`src/rtl/fetch_stage.sv`:
```
// -----------------------------------------------------------------------------
// fetch_stage
//   Instruction-fetch stage and IF/ID pipeline register for the 16-bit,
//   16-register pipeline. Fetches from a variable-latency instruction memory
//   over a request/valid handshake (one request outstanding at a time), keeps
//   a one-entry skid buffer so a word returning during a stall is never lost,
//   applies taken-branch redirects from ID and stops fetching on HLT.
//
// Ports
//   clk, rst        clock (rising edge) and asynchronous active-high reset
//   stall           from ID hazard unit: hold PC and IF/ID
//   branch_taken    ID-stage taken branch (ignored while stall=1)
//   branch_target   redirect address
//   imem_req        instruction memory request
//   imem_addr       request address, stable until imem_valid
//   imem_rdata      returned word, meaningful only with imem_valid
//   imem_valid      one-cycle response strobe (may coincide with req rising)
//   ifid_instr      IF/ID instruction
//   ifid_pc_plus2   IF/ID PC+2
//   ifid_valid      IF/ID holds a real instruction (0 = bubble)
//   halted          fetch stopped on HLT
// -----------------------------------------------------------------------------
module fetch_stage #(
    parameter logic [15:0] RESET_PC  = 16'h0000,
    parameter logic [15:0] NOP_INSTR = 16'h0000,
    parameter logic [3:0]  HLT_OPC   = 4'hF
) (
    input  logic        clk,
    input  logic        rst,
    input  logic        stall,
    input  logic        branch_taken,
    input  logic [15:0] branch_target,
    output logic        imem_req,
    output logic [15:0] imem_addr,
    input  logic [15:0] imem_rdata,
    input  logic        imem_valid,
    output logic [15:0] ifid_instr,
    output logic [15:0] ifid_pc_plus2,
    output logic        ifid_valid,
    output logic        halted
);

    // DROP: a redirect happened while a request was in flight; the stale
    // response must still be consumed before the new address can be issued.
    typedef enum logic [1:0] {
        FETCH  = 2'd0,
        DROP   = 2'd1,
        HALTED = 2'd2
    } state_t;

    state_t      state;
    logic [15:0] pc;
    logic [15:0] req_addr;
    logic [15:0] buf_instr;
    logic        buf_valid;

    logic        br;
    logic        resp;
    logic        word_ready;
    logic [15:0] word;
    logic [15:0] pc_plus2;

    // A stalled ID instruction is frozen, so its branch decision is not final.
    assign br         = branch_taken & ~stall;
    assign imem_req   = ~rst & (state != HALTED) & ~buf_valid;
    assign imem_addr  = req_addr;
    assign halted     = (state == HALTED);

    assign resp       = imem_req & imem_valid;
    assign word_ready = buf_valid | resp;
    assign word       = buf_valid ? buf_instr : imem_rdata;
    assign pc_plus2   = pc + 16'd2;   // wraps modulo 2^16

    // NOTE: sequential state uses non-blocking assignments so every register
    // samples pre-edge values regardless of statement order.
    always_ff @(posedge clk or posedge rst) begin
        if (rst) begin
            state         <= FETCH;
            pc            <= RESET_PC;
            req_addr      <= RESET_PC;
            buf_valid     <= 1'b0;
            ifid_instr    <= NOP_INSTR;
            ifid_pc_plus2 <= 16'h0000;
            ifid_valid    <= 1'b0;
        end else begin
            case (state)
                FETCH: begin
                    if (br) begin
                        ifid_instr <= NOP_INSTR;
                        ifid_valid <= 1'b0;
                        pc         <= branch_target;
                        buf_valid  <= 1'b0;
                        // An in-flight request must be drained on its old
                        // address; a same-cycle response is simply dropped.
                        if (imem_req && !imem_valid) state <= DROP;
                        else                         req_addr <= branch_target;
                    end else if (stall) begin
                        if (resp) buf_valid <= 1'b1;
                    end else if (word_ready) begin
                        ifid_instr    <= word;
                        ifid_pc_plus2 <= pc_plus2;
                        ifid_valid    <= 1'b1;
                        buf_valid     <= 1'b0;
                        if (word[15:12] == HLT_OPC) begin
                            state <= HALTED;
                        end else begin
                            pc       <= pc_plus2;
                            req_addr <= pc_plus2;
                        end
                    end else begin
                        ifid_instr <= NOP_INSTR;
                        ifid_valid <= 1'b0;
                    end
                end

                DROP: begin
                    if (br) pc <= branch_target;
                    if (!stall) begin
                        ifid_instr <= NOP_INSTR;
                        ifid_valid <= 1'b0;
                    end
                    if (resp) begin
                        // Stale word discarded; resume at the latest redirect.
                        req_addr <= br ? branch_target : pc;
                        state    <= FETCH;
                    end
                end

                HALTED: begin
                    // Only a redirect (wrong-path HLT) or reset leaves HALTED.
                    if (br) begin
                        ifid_instr <= NOP_INSTR;
                        ifid_valid <= 1'b0;
                        pc         <= branch_target;
                        req_addr   <= branch_target;
                        state      <= FETCH;
                    end
                end

                default: state <= FETCH;
            endcase
        end
    end

    // NOTE: the skid payload has no reset; it is only ever read while
    // buf_valid is set, and buf_valid itself is reset.
    always_ff @(posedge clk) begin
        if (state == FETCH && !br && stall && resp) buf_instr <= imem_rdata;
    end

endmodule
```
`config.mk`:
```
export PLATFORM = sky130hd
export DESIGN_NAME = fetch_stage
export DESIGN_NICKNAME = d
export VERILOG_FILES = /design/src/rtl/fetch_stage.sv
export SDC_FILE = /design/constraint.sdc
export NUM_CORES = 1
export LEC_CHECK = 0
export CAP_MARGIN = 40
export CELL_PAD_IN_SITES_DETAIL_PLACEMENT = 2
export CELL_PAD_IN_SITES_GLOBAL_PLACEMENT = 2
export CORE_UTILIZATION = 36
export CTS_BUF_LIST = sky130_fd_sc_hd__clkbuf_4 sky130_fd_sc_hd__clkbuf_8
export DETAILED_ROUTE_END_ITERATION = 6
export PLACE_DENSITY_LB_ADDON = 0.1
export SYNTH_ARGS = -nofsm -noshare
export SYNTH_HDL_FRONTEND = slang
export SYNTH_SLANG_ARGS = --single-unit
```
`constraint.sdc`:
```
create_clock -name clk -period 4.07 [get_ports clk]
set_input_delay 0.407 -clock clk [delete_from_list [all_inputs] [get_ports clk]]
set_output_delay 0.407 -clock clk [all_outputs]
set_load 0.05 [all_outputs]
```
==> results.md, run 1 <==
- result of the run: finished clean
- root buffer selected by CTS: sky130_fd_sc_hd__clkbuf_8
- cell breakdown of the critical path: inv_1, ha_1, clkdlybuf4s50_1
- mean instance size in the synthesized netlist: 9.94 um^2
- post-CTS clock slew at the launch and capture registers of the worst setup and hold paths: 0.08 ns
- setup repair after global routing missed its margin: false
- vias in the first global route: 4,393
- Reg power frac: 28.0%
- Inserted Clock Buffers: 9
- kind of end point of the critical path: primary output
- number of warning messages in the yosys log: 0
- routability cong.: 0.837
- synth-to-layout area growth: 26.2%
- largest area contributor in the synthesized netlist: sky130_fd_sc_hd__dfrtp_1
- effective utilization at floorplan: 37.2%
- count leader, synth: sky130_fd_sc_hd__dfrtp_1
- drt via density: 5.51
- type of the setup path with the least slack: flop to primary output
- Critical Path Source Type: flop
- all-layer global routing usage: 23.9%
- fin area: 5680 um^2
- register area share after synthesis: 48.5%
- worst-path fanout max: 18
- Final Hold Violating Endpoints: 0
- maximum operating frequency: 328 MHz
- Slew Limit Fails: 0
- # fillers: 1,321
- Cells after DPL: 686
- CTS sink count: 84
- Commonest cells post-synth: sky130_fd_sc_hd__dfrtp_1, sky130_fd_sc_hd__nand2_1, sky130_fd_sc_hd__o21ai_0, sky130_fd_sc_hd__nor2_1, sky130_fd_sc_hd__clkbuf_1
- class of the worst hold path: flop to flop
- required time worst endpoint: 3.66 ns
- Net Switching: 2.67 mW
- highest cell delay on the worst timing path: 0.96 ns
- switch share: 50.4%
- critical path depth in cells: 3
- residual overflow from global routing: 0
- fraction of layout cells with a size suffix above 1: 10.1%
- clock network fraction of design power: 10.7%
- Top-Level Pins: 88
- EDFF count, synth: 16
- layout net count: 571
- Resized cells post-CTS: 0
- placed inst area: 5510 um^2
- arrival time worst endpoint: 2.65 ns
- IR Drop Worst-Case VDD: 0.341 mV
- vertical die dimension: 114 um
- register bit count reported by yosys: 84
- Slew HR: 40.2%
- Rows: 40
- internal power: 2.62 mW
- min Tclk post-route: 3.05 ns
- setup clock skew after layout: 0.0135 ns
- full die area: 13,000 um^2
- pwr/cell area: 931 nW/um^2
- first-pass GRT wire length: 23.5 mm
- first drt pass iteration count: 4
- number of violations reported at the end of detailed-routing iteration 0: 98
- total buffers and inverters traversed by the critical path: 2
- slowest stage cell, crit path: sky130_fd_sc_hd__clkdlybuf4s50_1
- Clock Path Buffers: 2
- share of Yosys cell area claimed by the top area cell type: 37.8%
- quantity of hold-fixing buffers added after cts: 0
- commonest register cell after synthesis: sky130_fd_sc_hd__dfrtp_1
- number of input and output port buffers inserted: 87
- post-detail-place hpwl: 10.2 mm
- number of antenna violations at the first check in global routing: 0
- total core area: 12,100 um^2
- Vias: 3,870
- Leak: 2.29 nW
- cell class contributing the biggest share of worst-path delay: buffers and inverters
- total length of routed wires: 14.3 mm
- number of setup buffers added after CTS: 0
- number of cell instances on the worst register-to-register path: 8
- transition time at the pin with the least slew margin: 0.898 ns
- Syn Inst Count: 453
- pin count of the biggest net entering global routing: 36
- Fin Setup TNS: 0 ns
- number of antenna repair diodes: 0
- cell area after technology mapping: 4500 um^2
- source-to-sink clock delay at the later pin of the worst-skew pair: 0.39 ns
- Comb pwr share: 61.3%
- total chip power: 5.29 mW
- DR DRC count: 0
- non-filler cells, final: 702
- final clock period utilization by the worst path: 75.0%
- post-synthesis async set-or-reset flop share: 81.0%
- cell depth of the worst hold path: 2
- H-Tree Depth: 3
- die width: 114 um
- Area contributors post-synth: sky130_fd_sc_hd__dfrtp_1, sky130_fd_sc_hd__edfxtp_1, sky130_fd_sc_hd__o21ai_0, sky130_fd_sc_hd__nand2_1, sky130_fd_sc_hd__mux2i_1
- Post-Syn Nets: 495
- Antenna Violating Nets Remaining: 0
- wire length per cell: 20.4 um
- number of distinct library cells after synthesis: 58
- count of endpoints failing setup in the final report: 0
- final core utilization: 46.9%
- max-capacitance violation count: 0
- TritonCTS clock tree: yes
==> worst paths after layout <==
check / from / end / slack, ns
hold reg to reg: ifid_pc_plus2[5] / ifid_pc_plus2[5] / 0.48
setup reg to reg: state[0] / imem_addr[3] / 1.09
setup / recovery: state[0] / halted / 1.02
max in group asynchronous: rst / ifid_instr[0] / 2.78
hold / removal: ifid_pc_plus2[5] / ifid_pc_plus2[5] / 0.48
min in group asynchronous: rst / ifid_instr[14] / 0.56
==> worst reg2reg max path, stage by stage, from the launching register on <==
cell and delay, ns:
sky130_fd_sc_hd__dfrtp_1 0.43, sky130_fd_sc_hd__inv_1 0.12, sky130_fd_sc_hd__ha_1 0.76, sky130_fd_sc_hd__nor2_1 0.11
sky130_fd_sc_hd__o21ai_1 0.20, sky130_fd_sc_hd__a21oi_2 0.07, sky130_fd_sc_hd__a2111o_1 0.61, sky130_fd_sc_hd__buf_8 0.26
sky130_fd_sc_hd__mux2_4 0.31
==> area by class of cell <==
class                           count  area (um^2)  share of cell area, %
Sequential cell                    84         2180                   38.4
Multi-Input combinational cell    325         2100                   37.0
Timing Repair Buffer              101          983                   17.3
Tap cell                          168          210                   3.70
Clock buffer                       10          131                   2.31
Clock inverter                      6         41.3                  0.727
Inverter                            8         30.0                  0.529
==> per-stage QoR <==
| step | hold slack (ns) | setup WS (ns) |
|---|---|---|
| 6_report | 0.485 | 1.02 |
| 2_1_floorplan | 0.499 | 1.16 |
| 3_3_place_gp | 0.461 | 0.988 |
| 3_5_place_dp | 0.472 | 1.05 |
| 4_1_cts | 0.491 | 1.01 |
| 5_1_grt | 0.519 | 0.870 |
==> placed cells by master, fill, tap and decap left out, types with 5 or more instances in the layout <==
master                            instances
sky130_fd_sc_hd__clkdlybuf4s50_1         87
sky130_fd_sc_hd__dfrtp_1                 68
sky130_fd_sc_hd__nand2_1                 59
sky130_fd_sc_hd__o21ai_0                 49
sky130_fd_sc_hd__nor2_1                  29
sky130_fd_sc_hd__a21oi_1                 22
sky130_fd_sc_hd__mux2i_1                 17
sky130_fd_sc_hd__edfxtp_1                16
sky130_fd_sc_hd__buf_4                   13
sky130_fd_sc_hd__mux2_2                  12
sky130_fd_sc_hd__xor2_1                   9
sky130_fd_sc_hd__clkbuf_8                 9
sky130_fd_sc_hd__mux2_4                   8
sky130_fd_sc_hd__inv_1                    7
sky130_fd_sc_hd__nand4_1                  7
sky130_fd_sc_hd__and3_1                   7
sky130_fd_sc_hd__nand3_1                  6
sky130_fd_sc_hd__and4_1                   6
sky130_fd_sc_hd__a31oi_1                  6
sky130_fd_sc_hd__nor3_1                   6
sky130_fd_sc_hd__a22oi_1                  5
sky130_fd_sc_hd__and2_1                   5
sky130_fd_sc_hd__o22ai_1                  5
sky130_fd_sc_hd__ha_1                     5
==> routing by layer <==
layer  track usage (%)  routed length [um]  up-vias
met2              42.1                7230       78
met3              4.14                 499       22
met1              28.5                6250     1981
met5                 0                   0        -
met4              10.7                 337        0
li1                  -                   -     1789
==> registers in the layout (all words and copies together) (netlist names) <==
register,flops
buf_instr,16
ifid_pc_plus2,16
ifid_instr,16
pc,16
ifid_valid,1
buf_valid,1
imem_addr,16
state,2
==> power groups by stage <==
stage | Sequential (mW) | Combinational, mW | Clock [mW]
detailed placement | 1.49 | 3.26 | 0
global route | 1.53 | 3.48 | 0.607
floorplan | 2.15 | 1.55 | 0
global placement | 1.46 | 3.15 | 0
finish | 1.48 | 3.24 | 0.564
CTS | 1.48 | 3.28 | 0.585
==> logic make-up after synthesis <==
kind of cell,count (synthesis),synth area share (%)
flip-flops,84,48.5
multiplexers,37,9.45
buffers and inverters,44,4.84
AND/OR/NAND/NOR,142,15.3
adder cells (fa/ha/maj),5,1.39
XOR/XNOR,13,2.53
AO/OA/AOI/OAI,128,18.0
(Power assumes the default switching activity.)
==> run 2: changes to the inputs <==
--- a/config.mk
+++ b/config.mk
@@ -8,7 +8,7 @@
 export CAP_MARGIN = 40
 export CELL_PAD_IN_SITES_DETAIL_PLACEMENT = 2
 export CELL_PAD_IN_SITES_GLOBAL_PLACEMENT = 2
-export CORE_UTILIZATION = 36
+export CORE_UTILIZATION = 30
 export CTS_BUF_LIST = sky130_fd_sc_hd__clkbuf_4 sky130_fd_sc_hd__clkbuf_8
 export DETAILED_ROUTE_END_ITERATION = 6
 export PLACE_DENSITY_LB_ADDON = 0.1
==> constraint.sdc (replaced) <==
create_clock -name clk -period 2.55 [get_ports clk]
set_input_delay 0.255 -clock clk [delete_from_list [all_inputs] [get_ports clk]]
set_output_delay 0.255 -clock clk [all_outputs]
set_load 0.05 [all_outputs]
==> run 2 against run 1 <==
Non-clock buffer count is 13 higher. Flip-flop and latch count stayed put. Worst setup slack worse by 0.85 ns. Via count is 0.49% higher. Register-to-register slack worse by 0.87 ns. Critical endpoint unchanged.
==> results.md, run 2 (same netlist as run 1, synthesis figures left out) <==
- Antenna Violating Nets Remaining: 0, unchanged
- type of the setup path with the least slack: flop to primary output
- maximum operating frequency: 420 MHz
- first-pass GRT wire length: 24.4 mm, +3.6%
- total buffers and inverters traversed by the critical path: 2, unchanged
- setup clock skew after layout: 0.0132 ns, -0.000305 ns
- total core area: 14,600 um^2, +20%
- arrival time worst endpoint: 2.13 ns, -0.52 ns
- highest cell delay on the worst timing path: 0.87 ns, -0.09 ns
- pin count of the biggest net entering global routing: 52, +44%
- residual overflow from global routing: 0, unchanged
- CTS sink count: 84, unchanged
- number of violations reported at the end of detailed-routing iteration 0: 192, +96%
- H-Tree Depth: 3, unchanged
- DR DRC count: 0, unchanged
- Slew HR: 60.4%, +20 points
- wire length per cell: 20.2 um, -0.94%
- total chip power: 8.93 mW, +69%
- all-layer global routing usage: 20.1%, -3.8 points
- effective utilization at floorplan: 30.8%, -6.3 points
- result of the run: finished clean
- fraction of layout cells with a size suffix above 1: 12.6%, +2.5 points
- Vias: 3,889, +0.49%
- TritonCTS clock tree: yes
- slowest stage cell, crit path: sky130_fd_sc_hd__clkdlybuf4s50_1
- Resized cells post-CTS: 0, unchanged
- post-detail-place hpwl: 10.6 mm, +3.7%
- routability cong.: 0.799, -4.5%
- first drt pass iteration count: 6, +2
- Top-Level Pins: 88, unchanged
- full die area: 15,500 um^2, +20%
- quantity of hold-fixing buffers added after cts: 0, unchanged
- Rows: 44, +10%
- Slew Limit Fails: 0, unchanged
- vertical die dimension: 124 um, +9.4%
- die width: 124 um, +9.4%
- class of the worst hold path: input pin to async pin
- number of antenna repair diodes: 0, unchanged
- worst-path fanout max: 18, unchanged
- root buffer selected by CTS: sky130_fd_sc_hd__clkbuf_8
- required time worst endpoint: 2.30 ns, -1.36 ns
- worst hold slack: 0.336 ns, -0.149 ns
- placed inst area: 5650 um^2, +2.6%
- min Tclk post-route: 2.38 ns
- kind of end point of the critical path: primary output
- Leak: 2.39 nW, +4.6%
- fin area: 5890 um^2, +3.7%
- met3 track demand over resource in global routing: 3.99%, -0.15 points
- Clock Path Buffers: 2, unchanged
- setup repair after global routing missed its margin: false
- source-to-sink clock delay at the later pin of the worst-skew pair: 0.39 ns, about the same
- final clock period utilization by the worst path: 93.3%
- post-CTS clock slew at the launch and capture registers of the worst setup and hold paths: 0.10 ns, +0.02 ns
- vias in the first global route: 4,408, +0.34%
- leading cell type in the layout, fill and taps excluded: sky130_fd_sc_hd__clkdlybuf4s50_1
- cell class contributing the biggest share of worst-path delay: buffers and inverters
- Inserted Clock Buffers: 9, unchanged
- number of setup buffers added after CTS: 0, unchanged
- layout net count: 584, +2.3%
- Final Hold Violating Endpoints: 0, unchanged
- fraction of met1 tracks used by global routing: 25.1%, -3.3 points
- total length of routed wires: 14.8 mm, +3.2%
- number of input and output port buffers inserted: 87, unchanged
- count of endpoints failing setup in the final report: 0, unchanged
- drt via density: 5.32, -3.5%
- IR Drop Worst-Case VDD: 0.466 mV, +37%
- transition time at the pin with the least slew margin: 0.594 ns, -0.303 ns
- pwr/cell area: 1520 nW/um^2, +63%
- number of antenna violations at the first check in global routing: 0, unchanged
- Critical Path Source Type: flop
- max-capacitance violation count: 0, unchanged
- commonest cells after routing, fill and taps aside: sky130_fd_sc_hd__clkdlybuf4s50_1, sky130_fd_sc_hd__dfrtp_1, sky130_fd_sc_hd__nand2_1
- most used routing layer in global routing: met2
- met2 Use GR: 34.8%, -7.3 points
- Fin Setup TNS: 0 ns, unchanged
- cell breakdown of the critical path: inv_2, ha_4, clkdlybuf4s50_1
- synth-to-layout area growth: 30.9%
==> run 2: changes by cell type in the layout (fill, tap and decap cells not counted), sizes merged <==
| cell | previous run | this run |
|---|---|---|
| buf | 14 | 28 |
| inv | 9 | 8 |
| clkinvlp | 3 | 1 |
| bufinv | 0 | 3 |
| clkbuf | 10 | 9 |
| clkinv | 2 | 3 |
| clkdlybuf4s50 | 87 | 86 |
==> run 2: final cells by class <==
class / instances / area [um^2]
clock buffers: 9 / 124
flip-flops and latches: 84 / 2180
repair buffers: 114 / 1100
fillers: 1552 / 8700
inverters: 8 / 30.0
well taps: 184 / 230
multi-input cells: 325 / 2110
clock inverters: 7 / 115
==> run 2: worst paths after layout <==
kind                               startpoint             end  slack [ns]  cells after the start
worst max-delay path                 state[0]          halted        0.17                      3
max in group asynchronous                 rst          pc[12]        1.55                      3
worst max register to register       state[0]  ifid_instr[13]        0.22                      7
worst min-delay path                      rst  ifid_instr[15]        0.34                      2
worst min register to register  ifid_instr[3]   ifid_instr[3]        0.49                      2
min in group clk                imem_rdata[8]    buf_instr[8]        0.46                      1
==> run 2: layer usage <==
metal,vias up,wire (um)
li1,1810,-
met5,-,0
met4,0,199
met1,1991,6490
met3,15,507
met2,73,7570
==> run 2: per-stage QoR <==
stage	util, %	worst slack [ns]	instances
final	40.4	0.170	731
after global routing	40.4	0.0192	731
after CTS	40.4	0.126	731
after detailed placement	38.7	0.103	715
after global placement	38.7	0.230	715
after floorplan	-	0.0155	453
==> run 2: power breakdown <==
part / internal, mW / leakage (nW) / switching (mW)
clock: 0.647 / 0.117 / 0.540
combinational: 2.07 / 1.29 / 3.33
sequential: 1.90 / 0.988 / 0.443
